<file path="src/rtl/bus_rr_xbar_pkg.sv">
// Shared types and constants for the round-robin bus interconnect.
// Default decode windows cover the SoC memory and peripheral slots.
package bus_rr_xbar_pkg;

    localparam int XBAR_MAX_PORTS = 8;

    typedef enum logic [1:0] {
        XS_IDLE   = 2'd0,
        XS_ACCESS = 2'd1,
        XS_RESP   = 2'd2,
        XS_ERR    = 2'd3
    } xbar_state_e;

    localparam logic [31:0] MEM_BASE    = 32'h0000_0000;
    localparam logic [31:0] MEM_MASK    = 32'hF000_0000;
    localparam logic [31:0] PERIPH_BASE = 32'h1000_0000;
    localparam logic [31:0] PERIPH_MASK = 32'hF000_0000;

    // Index width that stays legal when a port count is 1.
    function automatic int idx_w(input int n);
        return (n > 1) ? $clog2(n) : 1;
    endfunction

endpackage

</file>
<file path="src/rtl/bus_rr_xbar_rr_arbiter.sv">
// Combinational round-robin picker: the first requester after 'last',
// scanning upward with wrap-around.
module rr_arbiter
    import bus_rr_xbar_pkg::*;
#(
    parameter int N = 2,
    localparam int IW = idx_w(N)
) (
    input  logic [N-1:0]  req,
    input  logic [IW-1:0] last,
    input  logic          en,
    output logic [IW-1:0] gnt_idx,
    output logic          any
);

    logic [IW-1:0] cand;

    always_comb begin
        gnt_idx = '0;
        any     = 1'b0;
        cand    = '0;
        if (en) begin
            for (int k = 1; k <= N; k++) begin
                cand = IW'((int'(last) + k) % N);
                if (!any && req[cand]) begin
                    any     = 1'b1;
                    gnt_idx = cand;
                end
            end
        end
    end

endmodule

</file>
<file path="src/rtl/bus_rr_xbar.sv">
// Shared-bus interconnect: NM masters, NS slaves, one transaction in flight,
// round-robin grant, base/mask decode, timeout and decode-error responses.
module bus_rr_xbar
    import bus_rr_xbar_pkg::*;
#(
    parameter int NM = 2,
    parameter int NS = 2,
    parameter int AW = 32,
    parameter int DW = 32,
    parameter logic [NS-1:0][AW-1:0] S_BASE = {32'h1000_0000, 32'h0000_0000},
    parameter logic [NS-1:0][AW-1:0] S_MASK = {32'hF000_0000, 32'hF000_0000},
    parameter int TIMEOUT_CYC = 16
) (
    input  logic                         clk,
    input  logic                         rst,
    input  logic [NM-1:0]                m_req,
    input  logic [NM-1:0][DW/8-1:0]      m_we,
    input  logic [NM-1:0][AW-1:0]        m_addr,
    input  logic [NM-1:0][DW-1:0]        m_wdata,
    output logic [NM-1:0]                m_rvalid,
    output logic [NM-1:0][DW-1:0]        m_rdata,
    output logic [NM-1:0]                m_err,
    output logic [NS-1:0]                s_req,
    output logic [DW/8-1:0]              s_we,
    output logic [AW-1:0]                s_addr,
    output logic [DW-1:0]                s_wdata,
    input  logic [NS-1:0][DW-1:0]        s_rdata,
    input  logic [NS-1:0]                s_ready
);

    localparam int BW  = DW / 8;
    localparam int MIW = idx_w(NM);
    localparam int SIW = idx_w(NS);
    localparam int CW  = (TIMEOUT_CYC > 1) ? $clog2(TIMEOUT_CYC) : 1;

    localparam logic [1:0] IDLE   = XS_IDLE;
    localparam logic [1:0] ACCESS = XS_ACCESS;
    localparam logic [1:0] RESP   = XS_RESP;
    localparam logic [1:0] ERR    = XS_ERR;

    localparam logic [CW-1:0] CNT_LAST = CW'(TIMEOUT_CYC - 1);

    logic [1:0]     state;
    logic [MIW-1:0] last_gnt;
    logic [MIW-1:0] gnt_idx;
    logic           arb_any;
    logic [SIW:0]   dec;

    logic [MIW-1:0] idx_p1;
    logic [SIW-1:0] sel_p1;
    logic [CW-1:0]  cnt_p1;
    logic [AW-1:0]  addr_p1;
    logic [BW-1:0]  we_p1;
    logic [DW-1:0]  wdata_p1;

    // Returns {hit, index}; the lowest matching slave wins.
    function automatic logic [SIW:0] decode_slave(input logic [AW-1:0] a);
        logic [SIW:0] r;
        r = '0;
        for (int i = NS - 1; i >= 0; i--) begin
            if ((a & S_MASK[i]) == S_BASE[i]) r = {1'b1, SIW'(i)};
        end
        return r;
    endfunction

    rr_arbiter #(.N(NM)) u_arb (
        .req     (m_req),
        .last    (last_gnt),
        .en      (state == IDLE),
        .gnt_idx (gnt_idx),
        .any     (arb_any)
    );

    assign dec = decode_slave(m_addr[gnt_idx]);

    // Stage p1: request fields latched at grant, held for the whole access.
    always_ff @(posedge clk) begin
        if (arb_any) begin
            addr_p1  <= m_addr[gnt_idx];
            we_p1    <= m_we[gnt_idx];
            wdata_p1 <= m_wdata[gnt_idx];
        end
    end

    always_ff @(posedge clk) begin
        if (rst) begin
            state    <= IDLE;
            last_gnt <= MIW'(NM - 1);
            idx_p1   <= '0;
            sel_p1   <= '0;
            cnt_p1   <= '0;
            m_rvalid <= '0;
            m_rdata  <= '0;
            m_err    <= '0;
        end else begin
            m_rvalid <= '0;
            m_rdata  <= '0;
            m_err    <= '0;
            case (state)
                IDLE: begin
                    if (arb_any) begin
                        idx_p1 <= gnt_idx;
                        cnt_p1 <= '0;
                        if (dec[SIW]) begin
                            sel_p1 <= dec[SIW-1:0];
                            state  <= ACCESS;
                        end else begin
                            m_rvalid[gnt_idx] <= 1'b1;
                            m_err[gnt_idx]    <= 1'b1;
                            state             <= ERR;
                        end
                    end
                end
                ACCESS: begin
                    if (s_ready[sel_p1]) begin
                        m_rvalid[idx_p1] <= 1'b1;
                        m_rdata[idx_p1]  <= s_rdata[sel_p1];
                        state            <= RESP;
                    end else if (cnt_p1 == CNT_LAST) begin
                        m_rvalid[idx_p1] <= 1'b1;
                        m_err[idx_p1]    <= 1'b1;
                        state            <= ERR;
                    end else begin
                        cnt_p1 <= cnt_p1 + 1'b1;
                    end
                end
                RESP, ERR: begin
                    last_gnt <= idx_p1;
                    state    <= IDLE;
                end
                default: state <= IDLE;
            endcase
        end
    end

    // Slave side is driven only while an access is live, so reset drops it at once.
    assign s_req   = (state == ACCESS) ? (NS'(1) << sel_p1) : '0;
    assign s_addr  = (state == ACCESS) ? addr_p1  : '0;
    assign s_we    = (state == ACCESS) ? we_p1    : '0;
    assign s_wdata = (state == ACCESS) ? wdata_p1 : '0;

endmodule

</file>
<file path="config.mk">
export PLATFORM = sky130hd
export DESIGN_NAME = bus_rr_xbar
export DESIGN_NICKNAME = d
export VERILOG_FILES = /design/src/rtl/bus_rr_xbar_pkg.sv /design/src/rtl/bus_rr_xbar_rr_arbiter.sv /design/src/rtl/bus_rr_xbar.sv
export SDC_FILE = /design/constraint.sdc
export NUM_CORES = 1
export LEC_CHECK = 0
export BUFFER_PORTS_ARGS = -buffer_cell sky130_fd_sc_hd__clkbuf_2
export CAP_MARGIN = 40
export CELL_PAD_IN_SITES_DETAIL_PLACEMENT = 1
export CELL_PAD_IN_SITES_GLOBAL_PLACEMENT = 1
export CORE_AREA = 5 5 140 142
export CTS_BUF_LIST = sky130_fd_sc_hd__clkbuf_16
export DETAILED_ROUTE_END_ITERATION = 16
export DIE_AREA = 0 0 145 147
export PLACE_DENSITY_LB_ADDON = 0.25
export SLEW_MARGIN = 20
export SYNTH_ARGS = -nofsm -noshare
export SYNTH_HDL_FRONTEND = slang
export SYNTH_SLANG_ARGS = --single-unit
export TNS_END_PERCENT = 5
</file>
<file path="constraint.sdc">
create_clock -name clk -period 2.9 [get_ports clk]
set_input_delay 0.29 -clock clk [delete_from_list [all_inputs] [get_ports clk]]
set_output_delay 0.29 -clock clk [all_outputs]
set_load 0.03 [all_outputs]
</file>
==> key figures <==
Run status
  – Outcome: finished clean

Clocking
  – Clock Latency Late Sink: roughly 0.4 ns
  – Max Root-Sink Buffers: 2
  – Maximum level of the CTS H-tree: 4
  – Number of clock sinks: approximately 150
  – Clock tree from TritonCTS: done
  – Clock root buffer: clkbuf_16
  – Clock transition at the register clock pins on the worst setup and hold paths after CTS: approximately 0.060 ns
  – Setup Buffers After CTS: 0
  – Count of cells resized by post-cts repair: 0
  – CTS Buf Count: 17
  – Hold-fix buffers at CTS: 0

STA
  – Number of max-slew violations in the final report: 0
  – Worst Tran Pin Value: between 0.7 and 0.8 ns
  – Portion of the clock cycle consumed by the worst path in the final layout: between 80% and 90%
  – Final count of negative-setup-slack endpoints: 0
  – Remaining max-slew budget at the tightest pin: about half
  – Maximum clock frequency: roughly 400 MHz
  – Total negative slack: 0 ns
  – Final Hold Vio Count: 0
  – Hold WS: approximately 0.13 ns
  – Maximum clock skew at final layout: ~0.0095 ns
  – Shortest period the worst path allows: between 2 and 2.5 ns
  – RSZ-0062 raised after global routing: no

Yosys
  – Number of instances in the synthesized netlist: 469
  – Yosys top cell by area: edfxtp_1
  – Post-synth design cell area: 0.005912 mm^2
  – Multiplexer share of the synthesized area: between 15 and 20%
  – Post-synthesis share of cell area spent on full adders, half adders and majority gates: less than 1%
  – Post-synthesis net count: 676
  – Leading post-synthesis cells by cell area: edfxtp_1 35%, dfxtp_1 26%, mux2_2 13%
  – Distinct cells, synth: 42
  – Async S/R FF share, synth: 0%
  – Post-synthesis simple-gate area fraction: 14.50%
  – Compound-cell area share of the yosys netlist: approximately 2.6%
  – Count of state elements after synthesis: 145
  – Top_reg_cell synth: dfxtp_1
  – Number of enable-type register cells in the synthesized netlist: 68
  – Area fraction of the dominant cell type after synthesis: ~35%
  – Synthesized area per cell: between 10 and 15 um^2
  – Synthesized-area fraction occupied by xor and xnor cells: 0%
  – Main combinational cell family by area after synthesis: multiplexers
  – Synthesis Warnings: 0
  – Sequential area share after synthesis: 60.61%

Critical path
  – Crit-path leading delay family: simple AND/OR/NAND/NOR gates
  – Startpoint Class: flop
  – Cells on worst reg2reg path: 4
  – Category of the worst setup path capture point: output pin
  – Top fanout value on the critical path: 47
  – Slowest Stage Delay on Critical Path: approximately 0.7 ns
  – Worst reg-to-reg setup slack: slightly below 0.9 ns
  – Series of cell instances along the critical path: and2b_2 -> buf_12 -> and2_1 -> clkbuf_2
  – Worst Setup SP: state[0]$_SDFFE_PP0P_
  – Classification of the worst setup path: flop to output pin
  – Crit path required time: between 2 and 3 ns
  – Worst Path Arrival: 2.18 ns
  – Combined buffer and inverter count along the critical path: 2
  – Reg-to-Reg End: cnt_p1[2]$_SDFFE_PP0P_
  – Worst r2r src: state[0]$_SDFFE_PP0P_
  – Critical-path top delay cell: and2b_2

Route
  – WL final: between 15 and 20 mm
  – Post-DR vias/cell: around 4.5
  – Detail Route Antenna Nets: 0
  – Via count of the routed design: 4813
  – First-pass DRT Iterations: 4
  – DR iter-0 viols: between 100 and 150
  – DR WL/cell: roughly 18 um
  – DRC violations left: 0

Die
  – Die boundary height: around 150 um
  – Floorplan die area: roughly 0.021 mm^2
  – Starting density of the core: between 30 and 40%
  – Core region area: between 0.015 and 0.02 mm^2
  – I/O pin cnt: 344
  – Placement Rows: 50
  – X dimension of the die: 145 um

GRT
  – Via count of the first global-routing pass: ~5400
  – Largest net degree at the start of global routing: 48
  – Met1 Usage GRT: between 10% and 20%
  – Met3 Resource Use GR: 8.452%
  – Top Usage Layer GRT: met2
  – Total routing usage reported by global routing: between 10% and 20%
  – Met2 Resource Use GR: between 30% and 40%
  – Total congestion overflow: 0
  – Number of antenna violations at the first check in global routing: 0
  – Global-route wire length before repair: 29.40 mm

Min path
  – Instance count along the most critical hold path: 3
  – Worst Hold Path EP: m_rdata[30]$_SDFF_PP0_
  – Hold/Removal Path Class: input port to flop
  – Launch point of the worst hold path: s_rdata[30]

Finish
  – Area growth, synth to finish: 42.65%
  – Antenna diode count: 0
  – Filler Cell Count: between 2000 and 2500
  – Total Nets Final: 1018
  – Commonest non-fill, non-tap cells in the layout: 343 x clkbuf_2, 76 x dfxtp_1, 71 x nor2_1
  – Share of post-route cells with drive strength above 1: 55.34%
  – Leading cell type in the layout, fill and taps excluded: clkbuf_2

Power and ir drop
  – Power density of the placed cells: 656.5 mW/mm^2
  – Largest voltage drop on the vdd net: between 300 and 400 uV
  – Lkg Pwr: a little under 0.004 uW

Place
  – Input/output buffers: about 340
  – Routability cong.: 0.8001
  – Post-detailed-placement half-perimeter wirelength: 15.09 mm

Job
  – Max Cap Viol: 0
[how the worst max path moves through the flow]
stage	end	slack (ns)	cells after the start
finish	s_wdata[1]	0.43	4
CTS	s_wdata[1]	0.40	4
detailed placement	s_wdata[1]	0.85	4
global placement	s_addr[20]	0.94	4
floorplan	addr_p1[0]$_DFFE_PP_	0.51	3
global route	s_wdata[1]	0.25	4
[through the flow]
| stage | setup WS (ns) | power [uW] | util, % | std cells | instance area (um^2) |
|---|---|---|---|---|---|
| floorplan | 0.5138 | 3096 | - | 469 | 5912 |
| global placement | 0.9403 | 3473 | 42.88 | 1026 | 7860 |
| detailed placement | 0.8464 | 3501 | 42.88 | 1026 | 7860 |
| CTS | 0.4002 | 5619 | 46.01 | 1058 | 8433 |
| global route | 0.2525 | 5805 | 46.01 | 1058 | 8433 |
| finish | 0.4290 | 5536 | 46.01 | 1058 | 8433 |
[metal layers]
layer | vias to the layer above | part of all wire, %
li1 | 2306 | -
met3 | 14 | 9.8
met1 | 2266 | 38
met4 | 0 | 1.3
met2 | 227 | 51
met5 | - | 0
[synthesized netlist by cell type (2+ instances only)]
master and number:
dfxtp_1 77, nor2_1 71, and2_1 69, edfxtp_1 68, mux2_2 68, mux2i_1 34, buf_2 12, clkbuf_1 7
a21oi_1 6, nand2_1 6, buf_6 4, inv_1 4, nand3_1 3, nand4_1 3, o21ai_0 3, or2_1 3
buf_1 2, nand2_2 2, nor3_1 2, o2111ai_1 2, o211ai_1 2
[logic make-up (layout without fill, tap and decap cells)]
family                   count (synthesis)  count (layout)
AND/OR/NAND/NOR                        167             167
flip-flops                             145             145
multiplexers                           104             104
buffers and inverters                   30             385
AO/OA/AOI/OAI                           22              22
adder cells (fa/ha/maj)                  1               1
[worst reg2reg max path, stage by stage, from the launching register on]
cell	delay [ns]
dfxtp_1	0.48
and2b_2	0.69
a22oi_2	0.19
or4b_1	0.54
nand2_1	0.08
[registers in the layout, indices dropped and copies added, names as in the netlist, 2 cells and up]
register	flops
m_rdata	64
addr_p1	32
wdata_p1	32
cnt_p1	4
we_p1	4
m_err	2
m_rvalid	2
state	2
[layout make-up]
cell class                      count  area [um^2]  area share (%)
Sequential cell                   145         3585           42.51
Multi-Input combinational cell    294         2168           25.71
Timing Repair Buffer              349         1799           21.34
Clock buffer                       20        500.5           5.935
Tap cell                          234        292.8           3.472
Clock inverter                     12        72.57          0.8605
Inverter                            4        15.01          0.1780
[report_power, final]
group	internal, uW	switching, uW
combinational	399	622
clock	1240	854
sequential	2360	54.8
total	4000	1530
Note: power is estimated with default switching activity, not from simulation.
